`src/rtl/mmu_systolic_4x4_if.sv`:
```
// Bus interface for the 4x4 weight-stationary systolic MMU.
// The master drives mode, activation and weight words; the slave returns the
// bottom-row column sums.
interface mmu_systolic_4x4_if #(
    parameter int N  = 4,
    parameter int DW = 8,
    parameter int AW = 32
);
    logic            control;   // 1 = weight load, 0 = compute
    logic [N*DW-1:0] data_arr;  // byte i feeds row i
    logic [N*DW-1:0] wt_arr;    // byte j feeds column j of row 0
    logic [N*AW-1:0] acc_out;   // [AW*j+:AW] = column j result

    modport master (output control, output data_arr, output wt_arr, input acc_out);
    modport slave  (input control, input data_arr, input wt_arr, output acc_out);
endinterface

```
`src/rtl/mmu_systolic_4x4.sv`:
```
// Weight-stationary 4x4 systolic matrix-multiply unit.
// Weights shift down row by row in load mode; skewed activations stream in
// from the left in compute mode and partial sums flow down to acc_out.
// Optional feature macro: MMU_SIGNED_EN (signed two's-complement operands,
// products sign-extended before accumulation). Default is unsigned.

module mmu_systolic_4x4_pe #(
    parameter int DW = 8,
    parameter int AW = 32
) (
    input  logic          clk,
    input  logic          rst_n,
    input  logic          ctrl_i,
    input  logic [DW-1:0] w_i,
    input  logic [DW-1:0] d_i,
    input  logic [AW-1:0] p_i,
    output logic [DW-1:0] w_o,
    output logic [DW-1:0] d_o,
    output logic [AW-1:0] p_o
);
    logic [DW-1:0] w_q, w_d;
    logic [DW-1:0] d_q, d_d;
    logic [AW-1:0] p_q, p_d;
    logic [AW-1:0] prod_ext;

`ifdef MMU_SIGNED_EN
    logic signed [2*DW-1:0] prod;
    assign prod     = $signed(d_i) * $signed(w_q);
    assign prod_ext = {{(AW-2*DW){prod[2*DW-1]}}, prod};
`else
    logic [2*DW-1:0] prod;
    assign prod     = d_i * w_q;
    assign prod_ext = {{(AW-2*DW){1'b0}}, prod};
`endif

    // Next state: load shifts weights and flushes the datapath; compute MACs.
    always_comb begin
        w_d = w_q;
        d_d = d_q;
        p_d = p_q;
        if (ctrl_i) begin
            w_d = w_i;
            d_d = '0;
            p_d = '0;
        end else begin
            d_d = d_i;
            p_d = p_i + prod_ext;
        end
    end

    // PE state registers; reset clears weights as well as the datapath.
    always_ff @(posedge clk or negedge rst_n) begin
        if (!rst_n) begin
            w_q <= '0;
            d_q <= '0;
            p_q <= '0;
        end else begin
            w_q <= w_d;
            d_q <= d_d;
            p_q <= p_d;
        end
    end

    assign w_o = w_q;
    assign d_o = d_q;
    assign p_o = p_q;
endmodule

module mmu_systolic_4x4 #(
    parameter int N  = 4,
    parameter int DW = 8,
    parameter int AW = 32
) (
    input logic          clk,
    input logic          rst_n,
    mmu_systolic_4x4_if.slave bus
);
    logic [N-1:0][N-1:0][DW-1:0] w_a;
    logic [N-1:0][N-1:0][DW-1:0] d_a;
    logic [N-1:0][N-1:0][AW-1:0] p_a;

    for (genvar i = 0; i < N; i++) begin : g_row
        for (genvar j = 0; j < N; j++) begin : g_col
            logic [DW-1:0] w_in, d_in;
            logic [AW-1:0] p_in;

            // Weights enter at row 0 and shift down; psums start at 0 on top.
            if (i == 0) begin : g_top
                assign w_in = bus.wt_arr[DW*j +: DW];
                assign p_in = '0;
            end else begin : g_inner
                assign w_in = w_a[i-1][j];
                assign p_in = p_a[i-1][j];
            end

            // Activations enter at column 0 and march right.
            if (j == 0) begin : g_left
                assign d_in = bus.data_arr[DW*i +: DW];
            end else begin : g_mid
                assign d_in = d_a[i][j-1];
            end

            mmu_systolic_4x4_pe #(.DW(DW), .AW(AW)) u_pe (
                .clk    (clk),
                .rst_n  (rst_n),
                .ctrl_i (bus.control),
                .w_i    (w_in),
                .d_i    (d_in),
                .p_i    (p_in),
                .w_o    (w_a[i][j]),
                .d_o    (d_a[i][j]),
                .p_o    (p_a[i][j])
            );
        end
    end

    // Bottom-row psums are the registered column results.
    for (genvar j = 0; j < N; j++) begin : g_out
        assign bus.acc_out[AW*j +: AW] = p_a[N-1][j];
    end

    // Last-row weights and last-column activations have no consumer.
    logic unused_tail;
    always_comb begin
        unused_tail = ^w_a[N-1];
        for (int i = 0; i < N; i++) unused_tail = unused_tail ^ (^d_a[i][N-1]);
    end
endmodule

```
`src/flat_wrapper.sv`:
```
// flat-port wrapper written by rule: the top's interface ports become plain ports
module mmu_systolic_4x4_flat 
#(
    parameter int N  = 4,
    parameter int DW = 8,
    parameter int AW = 32
)
  (clk, rst_n, bus_control, bus_data_arr, bus_wt_arr, bus_acc_out);
  mmu_systolic_4x4_if #(.N(N), .DW(DW), .AW(AW)) bus_i ();
  input logic clk;
  input logic rst_n;
  input wire logic [$bits(bus_i.control)-1:0] bus_control;
  input wire logic [$bits(bus_i.data_arr)-1:0] bus_data_arr;
  input wire logic [$bits(bus_i.wt_arr)-1:0] bus_wt_arr;
  output wire logic [$bits(bus_i.acc_out)-1:0] bus_acc_out;
  assign bus_i.control = bus_control;
  assign bus_i.data_arr = bus_data_arr;
  assign bus_i.wt_arr = bus_wt_arr;
  assign bus_acc_out = bus_i.acc_out;
  mmu_systolic_4x4 #(.N(N), .DW(DW), .AW(AW)) u_core (.clk(clk), .rst_n(rst_n), .bus(bus_i));
endmodule
```
`config.mk`:
```
export PLATFORM = sky130hd
export DESIGN_NAME = mmu_systolic_4x4_flat
export DESIGN_NICKNAME = d
export VERILOG_FILES = /design/src/rtl/mmu_systolic_4x4_if.sv /design/src/rtl/mmu_systolic_4x4.sv /design/src/flat_wrapper.sv
export SDC_FILE = /design/constraint.sdc
export NUM_CORES = 2
export LEC_CHECK = 0
export CAP_MARGIN = 10
export CORE_UTILIZATION = 35
export DETAILED_ROUTE_END_ITERATION = 10
export GPL_TIMING_DRIVEN = 1
export PLACE_DENSITY = 0.55
export SYNTH_ARGS = -nofsm -noshare
export SYNTH_HDL_FRONTEND = slang
export SYNTH_SLANG_ARGS = --single-unit
export TNS_END_PERCENT = 5
```
`constraint.sdc`:
```
create_clock -name clk -period 5.4 [get_ports clk]
set_clock_uncertainty 0.2 [all_clocks]
set_input_delay 1.08 -clock clk [delete_from_list [all_inputs] [get_ports clk]]
set_output_delay 1.08 -clock clk [all_outputs]
set_load 0.02 [all_outputs]
```
==> results.tsv <==
stage	metric	value	unit
floorplanning	chipWidth	405	µm
power_and_ir_drop	peakVddDrop	431	µV
critical_path	path_cells	clkdlybuf4s50_1 -> nand2_1 -> fa_1 -> fa_1 -> inv_1 -> fa_1 -> inv_1 -> fa_1 -> inv_1 -> ha_4 -> buf_4 -> a2111oi_4 -> o31a_2 -> o21ai_4 -> a31oi_1 -> mux2_1	
routing	drtIter0Drc	1188	
routing	viasPerCell	4.39	
floorplanning	rows	147	
yosys	avgSynthCellArea	9.53	µm²
routing	drcViolationCount	0	
routing	wl_met3	2.90	mm
timing	tns	0	ns
grt	antenna_found_initial	3	
grt	track_usage	0.146	
floorplanning	dieHeight	405	µm
placed_design	dp.cells	8270	
grt	grt_pass1_wl	198	mm
finish	layout-drive-gt1-share	0.0689	
floorplanning	ios	195	
critical_path	critPathSlowestCell	fa_1	
critical_path	crit_path_start_kind	primary input	
hold_path	hp-class	primary input to asynchronous set/reset pin	
routing	post_drt_wl_per_cell	13.7	µm
power_and_ir_drop	sw_frac_of_total	0.420	
floorplanning	core_region_area	161000	µm²
cts	cts_root_buffer	clkbuf_16	
power_and_ir_drop	pwr-share-clk	0.174	
yosys	synth_cell_types	76	
cts	cts_tree	built	
yosys	ys_warn_count	0	
job	cap_violations	0	
timing	timing.final.crit_period	5.27	ns
floorplanning	die_area	164000	µm²
timing	fmax	190	MHz
placed_design	place_congestion	0.835	
timing	slew_headroom	0.506	
routing	dr.pass1.iters	5	
grt	grt_overflow_total	0	
yosys	synth_area	56800	µm²
finish	antenna_cells	0	
grt	grt_start_max_net_pins	148	
timing	finalSetupViolCount	0	
cts	numCtsBuffers	67	
yosys	synth_edf_count	0	
power_and_ir_drop	power_density	414	nW/µm²
timing	finalHoldViolCount	0	
critical_path	timing.critical_path.mode_cell	fa_1	
cts	cts.path.max_buffers	3	
cts	clk_latency	0.65	ns
timing	fin_hold_ws	0.253	ns
yosys	ys_seq_area_frac	0.227	
power_and_ir_drop	p_leak	33.9	nW
routing	wl_met1	57.8	mm
cts	clk_pin_slew_worst_paths	0.05	ns
power_and_ir_drop	intPower	15.3	mW
critical_path	crit_type	primary input to flip-flop	
cts	htreeDepth	3	
floorplanning	initial_core_util	0.353	
timing	slew_violations	0	
yosys	ys_ff_latch	516	
placed_design	port_buffers	146	
routing	drt_wl_total	115	mm
yosys	synthFlopType	dfrtp_1	
timing	max_slew.worst_pin.slew	0.741	ns
critical_path	r2r_cells	16	
grt	grt_pass1_vias	39100	
power_and_ir_drop	power.switching	11.1	mW
yosys	syn_inst	5958	
critical_path	required	5.70	ns
run_status	outcome	completed	
critical_path	cp.arrival	5.57	ns
power_and_ir_drop	comb_power_share	0.624	
power_and_ir_drop	power_frac_seq	0.201	
finish	finish.net_count	7624	
yosys	async_reset_ff_frac	1.00	
critical_path	cp-end-kind	flip-flop	
finish	stdcell_count	8389	
finish	area_growth	12.5	%
timing	finalCritPeriodShare	0.975	
placed_design	dp_hpwl	94.1	mm
routing	wl_met2	51.4	mm
finish	postLayoutCoreUtil	0.397	
power_and_ir_drop	p_total	26.4	mW
critical_path	worstPathMaxFanout	4	
routing	num_vias	36800	
routing	top_layer	met5	
routing	ant_nets	0	
critical_path	cpPeakStageDelay	0.55	ns
cts	clkSinkCount	516	
timing	rsz0062_at_grt	yes	
[cell usage after synthesis (37+ instances only)]
cell type  number  area [µm²]
a211oi_1       40         300
a21o_1         75         563
a21oi_1       126         631
and2_1        621        3880
buf_4          48         360
clkbuf_1      144         541
dfrtp_1       516       12900
fa_1          748       15000
ha_1          628        7860
inv_1        1388        5210
mux2_2        129        1450
nand2_1       480        1800
nor2_1        255         957
nor2b_1       202        1260
nor3_1         41         205
o21ai_0        57         285
o21ai_1        37         185
xnor2_1        86         753
xor2_1         65         569
[sequential cells by signal, summed over array words and instances, names as in the netlist]
name and count:
u_core.g_row.g_col.u_pe.w_o 128, u_core.g_row.g_col.u_pe.p_o 292, u_core.g_row.g_col.u_pe.d_o 96
[final timing paths]
kind | from | to | slack, ns
worst max-delay path | bus_data_arr[25] | u_core.g_row[3].g_col[0].u_pe.p_o[16] | 0.13
worst min-delay path | rst_n | u_core.g_row[0].g_col[3].u_pe.w_o[6] | 0.25
worst max register to register | u_core.g_row[2].g_col[3].u_pe.w_o[5] | u_core.g_row[2].g_col[3].u_pe.p_o[17] | 0.27
worst min register to register | u_core.g_row[2].g_col[3].u_pe.p_o[18] | u_core.g_row[3].g_col[3].u_pe.p_o[18] | 0.34
max in group asynchronous | rst_n | u_core.g_row[0].g_col[0].u_pe.p_o[0] | 3.65
min in group clk | u_core.g_row[2].g_col[3].u_pe.p_o[18] | u_core.g_row[3].g_col[3].u_pe.p_o[18] | 0.34
[cell type report]
class	count	area [µm²]
timing repair buffer	306	2770
tap	2160	2700
inverter	1389	5210
clock inverter	28	333
fill	16000	96900
multi-input combinational	3901	38000
sequential	516	12900
clock buffer	89	1940
[worst max-delay path: cells and delay by family]
kind                       cells  cell delay, ns
and+or+nand+nor                1            0.09
muxes                          1            0.34
adders and majority gates      5            2.33
buffers and inverters          5            0.83
AOI/OAI and AO/OA              4            0.88
[cells in the final DEF (no fill, tap or decap), drive strengths merged, types with 89 or more instances in the layout]
| cell | n |
|---|---|
| mux2 | 139 |
| nand2 | 480 |
| nor2b | 202 |
| and2 | 621 |
| inv | 1392 |
| clkbuf | 89 |
| fa | 748 |
| dfrtp | 516 |
| ha | 628 |
| a21oi | 127 |
| o21ai | 95 |
| clkdlybuf4s50 | 138 |
| nor2 | 255 |
| buf | 162 |
[cells by family after synthesis]
family,synth area share
other cells,0.0000661
compound gates,0.0576
xor+xnor,0.0233
simple gates,0.153
mux,0.0276
buf+inv,0.108
fa+ha+maj,0.402
flops,0.227
[timing repair]
| action | in CTS | in global routing |
|---|---|---|
| hold buffers | 0 | 0 |
| buffers inserted | 0 | 2 |
| gates resized for setup | 0 | 24 |
| setup endpoints to repair | 0 | 13 |
[power by group through the flow]
stage	Sequential (mW)	Clock (mW)	Combinational, mW
6_report	5.33	4.60	16.5
5_1_grt	5.45	4.94	19.2
4_1_cts	5.34	4.81	16.4
3_5_place_dp	5.41	0	16.3
3_3_place_gp	5.40	0	16.1
2_1_floorplan	5.12	0	11.6
[per-stage QoR]
| stage | area [µm²] | worst slack [ns] |
|---|---|---|
| finish | 63800 | 0.133 |
| global route | 63800 | -0.00501 |
| CTS | 63700 | 0.0205 |
| detailed placement | 61400 | -0.666 |
| global placement | 61400 | -0.631 |
| floorplan | 57000 | -0.0137 |
[layer usage]
layer,global-route usage,up-vias
met5,0,-
met4,0.0424,4
met3,0.0167,126
met2,0.232,336
met1,0.207,18000
li1,-,18400
No activity file was read; power rests on OpenSTA's default activity.
